`config.mk`:
```
export PLATFORM = sky130hd
export DESIGN_NAME = pipe_hazard_ctrl_flat
export DESIGN_NICKNAME = d
export VERILOG_FILES = /design/src/rtl/pipe_hazard_ctrl_pkg.sv /design/src/rtl/pipe_hazard_ctrl_if.sv /design/src/rtl/pipe_hazard_ctrl_sat_counter.sv /design/src/rtl/pipe_hazard_ctrl.sv /design/src/flat_wrapper.sv
export SDC_FILE = /design/constraint.sdc
export NUM_CORES = 1
export LEC_CHECK = 0
export ABC_AREA = 0
export ABC_CLOCK_PERIOD_IN_PS = 1800
export CAP_MARGIN = 20
export CORE_MARGIN = 2
export CORE_UTILIZATION = 42
export DETAILED_ROUTE_END_ITERATION = 16
export GPL_TIMING_DRIVEN = 0
export PLACE_DENSITY = 0.79
export SYNTH_ARGS = -nofsm -noshare
export SYNTH_HDL_FRONTEND = slang
export SYNTH_SLANG_ARGS = --single-unit
```
`constraint.sdc`:
```
create_clock -name Clk -period 1.8 [get_ports Clk]
set_input_delay 0.36 -clock Clk [delete_from_list [all_inputs] [get_ports Clk]]
set_output_delay 0.36 -clock Clk [all_outputs]
set_load 0.01 [all_outputs]
```
`src/rtl/pipe_hazard_ctrl_pkg.sv`:
```
// rtl/pipe_hazard_ctrl_pkg.sv - shared states, constants and hazard helper for the pipeline hazard controller
package pipe_ctrl_pkg;

    typedef enum logic [1:0] {
        ST_RUN     = 2'd0,
        ST_LDSTALL = 2'd1,
        ST_FLUSH   = 2'd2,
        ST_MEMWAIT = 2'd3
    } ctrl_state_t;

    localparam logic [4:0] REG_ZERO = 5'd0;

    // Load-use hazard: the load in EX writes a register the ID instruction reads; $zero never counts
    function automatic logic is_ldhaz(input logic       load_ex,
                                      input logic [4:0] dst_ex,
                                      input logic [4:0] rs_id,
                                      input logic [4:0] rt_id);
        return load_ex && (dst_ex != REG_ZERO) && ((dst_ex == rs_id) || (dst_ex == rt_id));
    endfunction

endpackage

```
`src/rtl/pipe_hazard_ctrl_if.sv`:
```
// rtl/pipe_hazard_ctrl_if.sv - pipeline status inputs and stall/flush control outputs
interface pipe_hazard_ctrl_if #(
    parameter int CNT_W = 16
);
    logic [4:0]       IFID_Rs;
    logic [4:0]       IFID_Rt;
    logic             IDEX_MemRead;
    logic [4:0]       IDEX_RtRd;
    logic             EXMEM_Branch;
    logic             EXMEM_Zero;
    logic             EXMEM_JRegControl;
    logic             EXMEM_MemRead;
    logic             EXMEM_MemWrite;
    logic             Mem_Ready;
    logic             PC_Write;
    logic             IFID_Write;
    logic             IDEX_Bubble;
    logic             Flush_IFID;
    logic             Flush_IDEX;
    logic             Flush_EXMEM;
    logic             Pipe_Hold;
    logic             PCSrc;
    logic             Mem_Err;
    logic [1:0]       Ctrl_State;
    logic [CNT_W-1:0] StallCount;
    logic [CNT_W-1:0] FlushCount;

    modport master (
        output IFID_Rs, IFID_Rt, IDEX_MemRead, IDEX_RtRd, EXMEM_Branch, EXMEM_Zero,
               EXMEM_JRegControl, EXMEM_MemRead, EXMEM_MemWrite, Mem_Ready,
        input  PC_Write, IFID_Write, IDEX_Bubble, Flush_IFID, Flush_IDEX, Flush_EXMEM,
               Pipe_Hold, PCSrc, Mem_Err, Ctrl_State, StallCount, FlushCount
    );

    modport slave (
        input  IFID_Rs, IFID_Rt, IDEX_MemRead, IDEX_RtRd, EXMEM_Branch, EXMEM_Zero,
               EXMEM_JRegControl, EXMEM_MemRead, EXMEM_MemWrite, Mem_Ready,
        output PC_Write, IFID_Write, IDEX_Bubble, Flush_IFID, Flush_IDEX, Flush_EXMEM,
               Pipe_Hold, PCSrc, Mem_Err, Ctrl_State, StallCount, FlushCount
    );
endinterface

```
`src/rtl/pipe_hazard_ctrl_sat_counter.sv`:
```
// rtl/pipe_hazard_ctrl_sat_counter.sv - saturating up-counter with synchronous active-low clear
module sat_counter #(
    parameter int W = 16
) (
    input  logic         clk,
    input  logic         clr_n_i,
    input  logic         inc_i,
    output logic [W-1:0] cnt_o
);
    localparam logic [W-1:0] ONE = {{(W-1){1'b0}}, 1'b1};

    logic [W-1:0] cnt_q;
    logic [W-1:0] cnt_d;

    // Hold at all-ones instead of wrapping
    always_comb begin
        cnt_d = cnt_q;
        if (inc_i && (cnt_q != '1)) begin
            cnt_d = cnt_q + ONE;
        end
    end

    // Count register; clear has priority over increment
    always_ff @(posedge clk) begin
        if (!clr_n_i) begin
            cnt_q <= '0;
        end else begin
            cnt_q <= cnt_d;
        end
    end

    assign cnt_o = cnt_q;
endmodule

```
`src/rtl/pipe_hazard_ctrl.sv`:
```
// rtl/pipe_hazard_ctrl.sv - stall/flush sequencer for the 5-stage pipeline registers
module pipe_hazard_ctrl
    import pipe_ctrl_pkg::*;
#(
    parameter int CNT_W       = 16,
    parameter int MEM_TIMEOUT = 64
) (
    input  logic              Clk,
    input  logic              Rst,
    pipe_hazard_ctrl_if.slave bus
);
    localparam int            TW         = $clog2(MEM_TIMEOUT + 1);
    localparam logic [TW-1:0] TIMER_LAST = TW'(MEM_TIMEOUT - 1);

    ctrl_state_t state_q, state_d;
    logic        mem_err_q, mem_err_d;
    logic        taken, memwait, ldhaz, ldhaz_en, timeout;
    logic        pc_write, ifid_write, bubble, flush_all, hold, pcsrc;
    logic        stall_inc, flush_inc, timer_run;
    logic [TW-1:0] timer;

    assign taken    = (bus.EXMEM_Branch & bus.EXMEM_Zero) | bus.EXMEM_JRegControl;
    assign memwait  = (bus.EXMEM_MemRead | bus.EXMEM_MemWrite) & ~bus.Mem_Ready;
    assign ldhaz    = is_ldhaz(bus.IDEX_MemRead, bus.IDEX_RtRd, bus.IFID_Rs, bus.IFID_Rt);
    // After a bubble or a flush the ID instruction is either already stalled once or squashed
    assign ldhaz_en = (state_q == ST_RUN) || (state_q == ST_MEMWAIT);
    assign timeout  = (state_q == ST_MEMWAIT) && memwait && (timer == TIMER_LAST);

    // Mealy control decode: memwait > taken > ldhaz > normal; outputs idle while in reset
    always_comb begin
        state_d    = ST_RUN;
        mem_err_d  = mem_err_q;
        pc_write   = 1'b1;
        ifid_write = 1'b1;
        bubble     = 1'b0;
        flush_all  = 1'b0;
        hold       = 1'b0;
        pcsrc      = 1'b0;
        stall_inc  = 1'b0;
        flush_inc  = 1'b0;
        timer_run  = 1'b0;
        if (Rst) begin
            if (memwait) begin
                hold       = 1'b1;
                pc_write   = 1'b0;
                ifid_write = 1'b0;
                stall_inc  = 1'b1;
                state_d    = ST_MEMWAIT;
                if (state_q == ST_MEMWAIT) begin
                    timer_run = 1'b1;
                    if (timeout) begin
                        mem_err_d = 1'b1;
                        state_d   = ST_RUN;
                    end
                end
            end else if (taken) begin
                pcsrc     = 1'b1;
                flush_all = 1'b1;
                flush_inc = 1'b1;
                state_d   = ST_FLUSH;
            end else if (ldhaz && ldhaz_en) begin
                pc_write   = 1'b0;
                ifid_write = 1'b0;
                bubble     = 1'b1;
                stall_inc  = 1'b1;
                state_d    = ST_LDSTALL;
            end
        end
    end

    // State and sticky timeout flag
    always_ff @(posedge Clk) begin
        if (!Rst) begin
            state_q   <= ST_RUN;
            mem_err_q <= 1'b0;
        end else begin
            state_q   <= state_d;
            mem_err_q <= mem_err_d;
        end
    end

    sat_counter #(.W(CNT_W)) u_stall_cnt (
        .clk     (Clk),
        .clr_n_i (Rst),
        .inc_i   (stall_inc),
        .cnt_o   (bus.StallCount)
    );

    sat_counter #(.W(CNT_W)) u_flush_cnt (
        .clk     (Clk),
        .clr_n_i (Rst),
        .inc_i   (flush_inc),
        .cnt_o   (bus.FlushCount)
    );

    // Counts MEMWAIT cycles; zero whenever the controller is not waiting
    sat_counter #(.W(TW)) u_wait_timer (
        .clk     (Clk),
        .clr_n_i (Rst & timer_run & ~timeout),
        .inc_i   (timer_run),
        .cnt_o   (timer)
    );

    assign bus.PC_Write    = pc_write;
    assign bus.IFID_Write  = ifid_write;
    assign bus.IDEX_Bubble = bubble;
    assign bus.Flush_IFID  = flush_all;
    assign bus.Flush_IDEX  = flush_all;
    assign bus.Flush_EXMEM = flush_all;
    assign bus.Pipe_Hold   = hold;
    assign bus.PCSrc       = pcsrc;
    assign bus.Mem_Err     = mem_err_q;
    assign bus.Ctrl_State  = state_q;
endmodule

```
`src/flat_wrapper.sv`:
```
// flat-port wrapper written by rule: the top's interface ports become plain ports
module pipe_hazard_ctrl_flat import pipe_ctrl_pkg::*;
#(
    parameter int CNT_W       = 16,
    parameter int MEM_TIMEOUT = 64
)
  (Clk, Rst, bus_IFID_Rs, bus_IFID_Rt, bus_IDEX_MemRead, bus_IDEX_RtRd, bus_EXMEM_Branch, bus_EXMEM_Zero, bus_EXMEM_JRegControl, bus_EXMEM_MemRead, bus_EXMEM_MemWrite, bus_Mem_Ready, bus_PC_Write, bus_IFID_Write, bus_IDEX_Bubble, bus_Flush_IFID, bus_Flush_IDEX, bus_Flush_EXMEM, bus_Pipe_Hold, bus_PCSrc, bus_Mem_Err, bus_Ctrl_State, bus_StallCount, bus_FlushCount);
  pipe_hazard_ctrl_if #(.CNT_W(CNT_W)) bus_i ();
  input  logic Clk;
  input  logic Rst;
  input wire logic [$bits(bus_i.IFID_Rs)-1:0] bus_IFID_Rs;
  input wire logic [$bits(bus_i.IFID_Rt)-1:0] bus_IFID_Rt;
  input wire logic [$bits(bus_i.IDEX_MemRead)-1:0] bus_IDEX_MemRead;
  input wire logic [$bits(bus_i.IDEX_RtRd)-1:0] bus_IDEX_RtRd;
  input wire logic [$bits(bus_i.EXMEM_Branch)-1:0] bus_EXMEM_Branch;
  input wire logic [$bits(bus_i.EXMEM_Zero)-1:0] bus_EXMEM_Zero;
  input wire logic [$bits(bus_i.EXMEM_JRegControl)-1:0] bus_EXMEM_JRegControl;
  input wire logic [$bits(bus_i.EXMEM_MemRead)-1:0] bus_EXMEM_MemRead;
  input wire logic [$bits(bus_i.EXMEM_MemWrite)-1:0] bus_EXMEM_MemWrite;
  input wire logic [$bits(bus_i.Mem_Ready)-1:0] bus_Mem_Ready;
  output wire logic [$bits(bus_i.PC_Write)-1:0] bus_PC_Write;
  output wire logic [$bits(bus_i.IFID_Write)-1:0] bus_IFID_Write;
  output wire logic [$bits(bus_i.IDEX_Bubble)-1:0] bus_IDEX_Bubble;
  output wire logic [$bits(bus_i.Flush_IFID)-1:0] bus_Flush_IFID;
  output wire logic [$bits(bus_i.Flush_IDEX)-1:0] bus_Flush_IDEX;
  output wire logic [$bits(bus_i.Flush_EXMEM)-1:0] bus_Flush_EXMEM;
  output wire logic [$bits(bus_i.Pipe_Hold)-1:0] bus_Pipe_Hold;
  output wire logic [$bits(bus_i.PCSrc)-1:0] bus_PCSrc;
  output wire logic [$bits(bus_i.Mem_Err)-1:0] bus_Mem_Err;
  output wire logic [$bits(bus_i.Ctrl_State)-1:0] bus_Ctrl_State;
  output wire logic [$bits(bus_i.StallCount)-1:0] bus_StallCount;
  output wire logic [$bits(bus_i.FlushCount)-1:0] bus_FlushCount;
  assign bus_i.IFID_Rs = bus_IFID_Rs;
  assign bus_i.IFID_Rt = bus_IFID_Rt;
  assign bus_i.IDEX_MemRead = bus_IDEX_MemRead;
  assign bus_i.IDEX_RtRd = bus_IDEX_RtRd;
  assign bus_i.EXMEM_Branch = bus_EXMEM_Branch;
  assign bus_i.EXMEM_Zero = bus_EXMEM_Zero;
  assign bus_i.EXMEM_JRegControl = bus_EXMEM_JRegControl;
  assign bus_i.EXMEM_MemRead = bus_EXMEM_MemRead;
  assign bus_i.EXMEM_MemWrite = bus_EXMEM_MemWrite;
  assign bus_i.Mem_Ready = bus_Mem_Ready;
  assign bus_PC_Write = bus_i.PC_Write;
  assign bus_IFID_Write = bus_i.IFID_Write;
  assign bus_IDEX_Bubble = bus_i.IDEX_Bubble;
  assign bus_Flush_IFID = bus_i.Flush_IFID;
  assign bus_Flush_IDEX = bus_i.Flush_IDEX;
  assign bus_Flush_EXMEM = bus_i.Flush_EXMEM;
  assign bus_Pipe_Hold = bus_i.Pipe_Hold;
  assign bus_PCSrc = bus_i.PCSrc;
  assign bus_Mem_Err = bus_i.Mem_Err;
  assign bus_Ctrl_State = bus_i.Ctrl_State;
  assign bus_StallCount = bus_i.StallCount;
  assign bus_FlushCount = bus_i.FlushCount;
  pipe_hazard_ctrl #(.CNT_W(CNT_W), .MEM_TIMEOUT(MEM_TIMEOUT)) u_core (.Clk(Clk), .Rst(Rst), .bus(bus_i));
endmodule
```
==> results of run 1 <==
## cell usage in the layout (no fill, tap or decap), types with 3 or more instances in the layout
cell and count:
sky130_fd_sc_hd__clkdlybuf4s50_1 45, sky130_fd_sc_hd__dfxtp_1 36, sky130_fd_sc_hd__nor2_1 30, sky130_fd_sc_hd__xnor2_1 19, sky130_fd_sc_hd__nand2_1 18, sky130_fd_sc_hd__nand3_1 17, sky130_fd_sc_hd__dlygate4sd2_1 12, sky130_fd_sc_hd__xor2_1 9
sky130_fd_sc_hd__nand4_1 9, sky130_fd_sc_hd__buf_4 9, sky130_fd_sc_hd__nor3_2 7, sky130_fd_sc_hd__buf_6 7, sky130_fd_sc_hd__and3_1 6, sky130_fd_sc_hd__or3_1 6, sky130_fd_sc_hd__mux2i_1 6, sky130_fd_sc_hd__a21oi_2 5
sky130_fd_sc_hd__o31ai_1 5, sky130_fd_sc_hd__a21oi_1 5, sky130_fd_sc_hd__clkbuf_8 5, sky130_fd_sc_hd__clkbuf_1 4, sky130_fd_sc_hd__inv_1 4, sky130_fd_sc_hd__dfxtp_2 4, sky130_fd_sc_hd__o211ai_1 3, sky130_fd_sc_hd__o21ai_0 3
sky130_fd_sc_hd__buf_2 3
## worst reg2reg max path: stages (launching register included)
cell                       delay [ps]
sky130_fd_sc_hd__dfxtp_2          320
sky130_fd_sc_hd__ha_1             270
sky130_fd_sc_hd__nand3b_1         180
sky130_fd_sc_hd__a211oi_2         230
sky130_fd_sc_hd__buf_4            170
sky130_fd_sc_hd__o32a_1           170
sky130_fd_sc_hd__o21ai_4          100
sky130_fd_sc_hd__or4_4            520
sky130_fd_sc_hd__a21oi_2          110
## what timing repair did
item                                    CTS  global route
endpoints found under the setup margin   36            30
gates cloned                              1             1
hold buffers                              0             0
buffers inserted                          6             2
resized for setup                        56            24
pin swaps                                10            12
## synth_stat cells, types with 2 or more instances
master and count:
sky130_fd_sc_hd__buf_4 4, sky130_fd_sc_hd__clkbuf_1 4, sky130_fd_sc_hd__dfxtp_1 42, sky130_fd_sc_hd__o21ai_1 2
sky130_fd_sc_hd__or3_1 7, sky130_fd_sc_hd__nor3_1 8, sky130_fd_sc_hd__xor2_1 9, sky130_fd_sc_hd__xnor2_1 19
sky130_fd_sc_hd__o211ai_1 3, sky130_fd_sc_hd__nand2_1 18, sky130_fd_sc_hd__nand2b_1 2, sky130_fd_sc_hd__a21oi_1 9
sky130_fd_sc_hd__o21ai_0 3, sky130_fd_sc_hd__mux2i_1 6, sky130_fd_sc_hd__o31ai_1 6, sky130_fd_sc_hd__nand3_1 18
sky130_fd_sc_hd__and3_1 7, sky130_fd_sc_hd__nor4_1 2, sky130_fd_sc_hd__ha_1 4, sky130_fd_sc_hd__nor2_1 30
sky130_fd_sc_hd__nand4_1 9, sky130_fd_sc_hd__or4_1 2, sky130_fd_sc_hd__inv_1 5
## per-layer routing
metal | up-vias | wire length, um | part of all wire
met5 | - | 0 | 0
met4 | 0 | 105 | 0.018
met3 | 10 | 504 | 0.087
met2 | 82 | 2800 | 0.48
met1 | 1001 | 2380 | 0.41
li1 | 1051 | - | -
## flip-flops by register name (all words and copies together) (netlist names)
signal and count:
u_core.u_wait_timer.cnt_o 7, u_core.bus.Mem_Err 1, u_core.u_flush_cnt.cnt_o 16, u_core.bus.Ctrl_State 2
u_core.u_stall_cnt.cnt_o 16
## layout make-up
cell class                 count  share of cell area
multi-input combinational    188               0.423
sequential                    42               0.256
timing repair buffer          76               0.222
tap                           70              0.0263
buffer                        11              0.0256
clock buffer                   5              0.0207
clock inverter                 3              0.0192
inverter                       6             0.00752
## per-stage QoR
| step | std cells | cell area (um^2) |
|---|---|---|
| after global placement | 383 | 2940 |
| after floorplan | 247 | 2190 |
| after CTS | 398 | 3180 |
| after global routing | 401 | 3330 |
| after detailed placement | 383 | 2940 |
| final | 401 | 3330 |
## worst max-delay path by stage
stage	start	end	slack, ps	cells past startpoint
after floorplan	u_core.u_stall_cnt.cnt_o[1]	u_core.u_stall_cnt.cnt_o[1]	-60	9
after global placement	bus_IDEX_RtRd[1]	bus_PC_Write	-960	6
after detailed placement	bus_IDEX_RtRd[1]	bus_PC_Write	-1010	6
after CTS	u_core.bus.Ctrl_State[0]	u_core.u_stall_cnt.cnt_o[9]	-320	9
after global routing	u_core.bus.Ctrl_State[0]	u_core.u_stall_cnt.cnt_o[15]	-410	8
final	u_core.bus.Ctrl_State[0]	u_core.u_stall_cnt.cnt_o[15]	-330	8
## power breakdown
part	internal [W]	leakage [nW]	switching, W
Clock	0.000549	0.0658	0.000333
Combinational	0.000132	0.807	0.000109
Sequential	0.000935	0.342	0.00000838
Total	0.00162	1.21	0.000451
## logic make-up after synthesis
| logic type | after synthesis |
|---|---|
| buffers and inverters | 17 |
| xor gates and xnor gates | 28 |
| and+or+nand+nor | 112 |
| AOI/OAI and AO/OA | 38 |
| muxes | 6 |
| adders and majority gates | 4 |
| DFF | 42 |
==> summary by stage, run 1 <==
Run status
The flow ran to the end, but the final reports show violations. The final reports fail on negative setup slack.

Synthesis
The multiplexer share of the synthesized area is 0.0277. The area share of fa/ha/maj cells after synthesis is 0.0231. The fraction of the mapped netlist area in compound gates came to 0.128. Yosys printed 0 warnings.

The number of different library cells in the post-synthesis netlist is 51. The synthesized net count is 275. The synthesized area per cell is 8.76 um^2. The combinational family with the most area after synthesis is simple AND/OR/NAND/NOR gates. Yosys mapped a number of flops with a built-in enable equal to 0. The cell accounting for the most synthesized area is sky130_fd_sc_hd__dfxtp_1. In this run, synthesis produced a sequential element count of 42.

The cell area that synthesis handed to floorplanning was 2160 um^2. The share of the Yosys chip area taken by registers is 0.388. After technology mapping, the gate count stands at 247. After synthesis, the share of flip-flops with an asynchronous set or reset is 0. The area share of and/or/nand/nor cells after synthesis is 0.272. Sorting the synthesized cells by area gives the leading types as sky130_fd_sc_hd__dfxtp_1 (39%), sky130_fd_sc_hd__xnor2_1 (7.7%), sky130_fd_sc_hd__nor2_1 (5.2%), sky130_fd_sc_hd__nand3_1 (4.2%), sky130_fd_sc_hd__xor2_1 (3.6%). Of the post-synthesis cell area, the dominant cell type holds 0.388.

Of the total synthesized cell area, the portion taken by XOR and XNOR cells is 0.113. In the synthesized netlist the dominant register cell turns out to be sky130_fd_sc_hd__dfxtp_1.

Global routing
The maximum number of pins on one net before global-route repair is 14. Summed over all layers, the global routing overflow is 0. The global routing usage on met2 is 0.344. The overall routing resource usage is 0.198. The first global-routing pass estimated 8770 um of wire.

The number of global-route vias before repair came to 2011. In the global route stage, met3 resource usage came out at 0.0569. The initial antenna violation count is 0. The routing usage on met1 is 0.236.

In this run the most used layer during global routing was met2.

STA
The slew at the pin closest to its max-slew limit is 539 ps. Setup total negative slack on the finished layout was measured at -4230 ps. Setup slack on the critical path of the routed design comes to -332 ps. The final max-slew violation count is 0.

The number of failing hold endpoints at the final stage is 0. Setup violations remaining at the end of the flow were counted as 19. Across the routed clock network, the largest skew measured is 6.81 ps. The post-route clock period utilization is 1.18. Hold is met by 489 ps.

Headroom to the max-slew limit came out at 0.641. Setup repair after global routing could not meet its margin everywhere. The final critical delay including setup and external delays is 2130 ps. The timing-limited maximum frequency is 0.469 GHz.

Drt
The number of vias in the routed layout is 2144. Once detail routing completed, the nets flagged for antenna violations numbered 0. Using the TritonRoute via totals, the vias-per-cell ratio works out to 5.35.

The first TritonRoute pass finished after 4 iterations. The first-iteration detailed-routing DRC count is 95. The final layout contains routed wiring with a total length of 5790 um.

After detailed routing, the number of remaining DRC violations is 0. The detailed-route wire length per cell is 14.4 um.

Critical path
The master of the slowest instance on the critical path is sky130_fd_sc_hd__or4_4. The destination of the worst register-to-register timing path is u_core.u_stall_cnt.cnt_o[15]. Measured in cells, the most critical reg-to-reg path has a length of 8.

The largest single stage delay on the critical path is 520 ps. The worst setup path is captured at a flip-flop. The critical path data arrival time is 2360 ps. The top cell family by delay on the critical path is simple AND/OR/NAND/NOR gates. The signal on the critical path passes through ha_1, nand3b_1, a211oi_2, buf_4, o32a_1, o21ai_4, or4_4, a21oi_2. The critical path in this run is classified as flip-flop to flip-flop. The required arrival time at the worst endpoint is 2030 ps. The startpoint type of the worst setup path is a flip-flop.

The worst register-to-register path has a setup slack of -330 ps. The peak fanout along the critical path is 6. The startpoint identified for the worst register-to-register timing path is u_core.bus.Ctrl_State[0]. The combined buffer and inverter count along the critical path is 1.

Hold path
For hold timing, the worst endpoint is u_core.bus.Mem_Err. The critical hold path startpoint is u_core.bus.Mem_Err. The number of cells on the worst hold path is 2. In this run the worst hold path is classified as flip-flop to flip-flop.

Floorplan
The number of placement rows is 26. Measured along the y axis, the die boundary spans 75.8 um. The die is 75.8 um wide. The core box area is 5040 um^2. The initial core utilization is 0.429.

The die covers 5740 um^2. 67 I/O pins were placed.

Placed design
Detailed placement ended at an HPWL of 3950 um. The count of buffers inserted at the top-level ports is 66. The worst-case setup slack after placement is -1010 ps. The congestion estimate from routability-driven global placement came to 0.784.

Clock network
The source-to-sink clock delay at the later pin of the worst-skew pair is 300 ps. The number of levels the H-tree was split into is 2. In this run the deepest clock path goes through 2 buffers. Counting the buffers created by CTS gives 5.

CTS placed an instance of sky130_fd_sc_hd__clkbuf_8 at the clock tree root. The TritonCTS sink count is 42. The clock-pin transition on the worst setup and hold timing paths is 80 ps. The CTS tree is done.

Power
Summed over all cells, the static leakage comes to 1.21 nW. The maximum vdd drop is 469 uV. The design draws 0.00207 W.

Power spread over the standard cell area amounts to 621 nW/um^2.

Cells and area
The sequential standard cell area is 853 um^2. For this run, the post-layout net count is 358. The number of filler cells placed in the layout is 427. In the final layout, the multi-input gates occupy 1410 um^2.

The layout overhead on the synthesized area is 53.8%. At the end of the flow the core is filled with cells to 0.660. In the final layout, the share of cells above drive strength 1 is 0.227. 0 antenna diodes ended up in the layout.

Job
The tool flagged a number of max-cap violations equal to 0.
No activity file was read; power rests on OpenSTA's default activity.
==> inputs of run 2 (changes only) <==
Settings changed: GPL_TIMING_DRIVEN 0 to unset.
==> summary by stage, run 2 (same netlist as run 1, synthesis figures left out) <==
Global routing
The maximum number of pins on one net before global-route repair was 25 (+11). The initial antenna violation count is 0 (unchanged). The global-route wire length before repair was 10400 um (+18%). The number of global-route vias before repair is 2342 (+16%). The overall overflow remaining after global route is 0 (unchanged). The overall routing resource usage was 0.238 (+0.0403).

Cells and area
The antenna diode count is 0 (unchanged). The number of filler cells placed in the layout is 376 (-12%). The library cells used most frequently in the layout, excluding fill and tap cells, are sky130_fd_sc_hd__buf_4 (54), sky130_fd_sc_hd__clkdlybuf4s50_1 (45), sky130_fd_sc_hd__dfxtp_1 (37), sky130_fd_sc_hd__nor2_1 (30), sky130_fd_sc_hd__xnor2_1 (19). Leaving out fill and tap cells, the most frequent cell in the layout is sky130_fd_sc_hd__buf_4. The summed area of non-filler cells in the final layout was 3700 um^2 (+11%). The final standard cell utilization of the core is 0.733 (+0.0732). The final-stage net count is 403 (+13%). The count of placed standard cells in the final layout, fillers left out came to 446 (+11%). The share of cells above drive strength 1 was 0.316 (+0.0899). The area growth from synthesis to layout is 70.8%.

Hold path
The number of cells on the worst hold path is 2 (unchanged). In this run the worst hold path is classified as flip-flop to flip-flop. The critical hold path startpoint is u_core.bus.Mem_Err. The worst hold path endpoint is u_core.bus.Mem_Err.

Clock network
The buffer levels on the longest clock path came to 2 (unchanged). The number of levels the H-tree was split into is 2 (unchanged). The TritonCTS sink count is 42 (unchanged).

The clock-pin transition on the worst setup and hold timing paths is 80 ps (about the same). The master cell of the clock root buffer is sky130_fd_sc_hd__clkbuf_8. The cts-stage hold buffer count is 0 (unchanged).

The TritonCTS buffer count was 5 (unchanged). The CTS tree is done. The source-to-sink clock delay at the later pin of the worst-skew pair was 300 ps (about the same).

Drt
The length of the first detailed-routing pass in iterations came to 4 (unchanged). The number of vias in the routed layout is 2348 (+9.5%). The post-route DRC violation count was 0 (unchanged). The wire length after detailed routing came to 6810 um (+18%).

The residual antenna-violating net count after detailed routing is 0 (unchanged). The detailed-route wire length per cell is 15.3 um (+5.8%). The first-iteration detailed-routing DRC count is 103 (+8.4%). The average via count per standard cell is 5.26 (-1.5%).

Floorplan
The die extent in y is 75.8 um (unchanged). The initial core utilization is 0.429 (unchanged). The core box area came to 5040 um^2 (unchanged). The I/O pin count is 67 (unchanged). The horizontal die dimension is 75.8 um (unchanged). The die area is 5740 um^2 (unchanged). The number of placement rows is 26 (unchanged).

Placed design
The count of buffers inserted at the top-level ports is 66 (unchanged). The post-detailed-placement cell area is 3230 um^2 (+9.7%). The half-perimeter wire length of the detailed placement result is 4470 um (+13%). The routability congestion estimate from global placement is 0.750 (-4.4%). The instance count after placement with tap cells included is 421 (+9.9%).

Critical path
By startpoint and endpoint, the worst setup path is classified as flip-flop to flip-flop. The worst reg-to-reg path cell count is 8 (unchanged). The critical path data arrival time is 2320 ps (-40 ps). The worst setup path is launched from a flip-flop. The worst register-to-register path ends at u_core.u_stall_cnt.cnt_o[15]. In this run the critical register-to-register path is launched from u_core.bus.Ctrl_State[0].

The register-to-register path setup slack is -280 ps (+50 ps). The worst setup path is captured at a flip-flop. The peak fanout along the critical path is 6 (unchanged). The required arrival time at the worst endpoint is 2040 ps (about the same).

STA
The final max-slew violation count is 0 (unchanged). The post-layout worst setup margin is -280 ps (+52.2 ps). The final count of negative-setup-slack endpoints is 17 (-2). The slew at the pin closest to its max-slew limit is 308 ps (-231 ps). The post-route clock period utilization was 1.16 (-0.0290). The number of failing hold endpoints at the final stage is 0 (unchanged). The worst-case clock skew is 4.52 ps (-2.29 ps).

The worst hold slack across all endpoints came to 496 ps (+7.19 ps). The final critical delay including setup and external delays is 2080 ps (-52.2 ps). The tightest slew margin relative to the limit is 0.793 (+0.152).

Setup repair after global routing could not meet its margin everywhere. The setup TNS is -3110 ps (+1120 ps). The timing-limited maximum frequency is 0.481 GHz (+2.5%).

Run status
The checks that failed: negative setup slack. The flow ran to the end, but the final reports show violations.

Power
The power density of the placed cells is 574 nW/um^2 (-7.5%). The maximum vdd drop is 519 uV (+11%). The leakage power of the design is 1.51 nW (+25%).

Job
The max-capacitance violation count was 0 (unchanged).
==> run 2: worst max path at each step <==
stage	from	endpoint	slack, ps	depth (start not counted)
2_1_floorplan	u_core.u_stall_cnt.cnt_o[1]	u_core.u_stall_cnt.cnt_o[1]	-60	9
4_1_cts	u_core.bus.Ctrl_State[0]	u_core.u_stall_cnt.cnt_o[15]	-330	8
5_1_grt	u_core.bus.Ctrl_State[0]	u_core.u_stall_cnt.cnt_o[15]	-390	8
3_5_place_dp	bus_IDEX_RtRd[1]	bus_PC_Write	-720	5
3_3_place_gp	bus_IDEX_RtRd[1]	bus_IFID_Write	-650	5
6_report	u_core.bus.Ctrl_State[0]	u_core.u_stall_cnt.cnt_o[15]	-280	8
==> run 2: per-layer routing <==
metal	share of wire	GRT usage	up-vias
li1	-	-	1135
met5	0	0	-
met3	0.076	0.0542	5
met4	0.0095	0.0799	0
met1	0.40	0.274	1130
met2	0.52	0.432	78
==> run 2: layout make-up <==
cell class	count	area (um^2)	share of cell area
Clock buffer	5	68.8	0.0186
Clock inverter	3	63.8	0.0173
Inverter	6	25.0	0.00677
Multi-Input combinational cell	189	1410	0.381
Sequential cell	42	852	0.230
Tap cell	70	87.6	0.0237
Timing Repair Buffer	131	1190	0.323
==> run 2: power breakdown <==
group	switching (W)	internal [W]	total (W)
registers	0.00000688	0.000935	0.000941
clock network	0.000341	0.000549	0.000890
logic	0.000126	0.000165	0.000291
total	0.000474	0.00165	0.00212
==> run 2: worst max-delay path, cell delays in order, from the launching register on <==
cell	delay, ps
sky130_fd_sc_hd__dfxtp_2	340
sky130_fd_sc_hd__ha_4	230
sky130_fd_sc_hd__nand3b_1	160
sky130_fd_sc_hd__a211oi_2	190
sky130_fd_sc_hd__buf_4	150
sky130_fd_sc_hd__o32a_1	190
sky130_fd_sc_hd__o21ai_4	120
sky130_fd_sc_hd__or4_4	490
sky130_fd_sc_hd__a21oi_2	140
==> run 2: repair_timing <==
item / in CTS / in global routing
endpoints found under the setup margin: 35 / 26
resized for setup: 57 / 29
setup buffers: 12 / 6
gates cloned: 1 / 0
pin swaps: 14 / 14
==> run 2: per-stage QoR <==
step           setup WS, ps  power (W)
3_3_place_gp           -649    0.00119
6_report               -280    0.00212
2_1_floorplan         -58.2    0.00106
4_1_cts                -334    0.00211
5_1_grt                -391    0.00219
3_5_place_dp           -719    0.00119
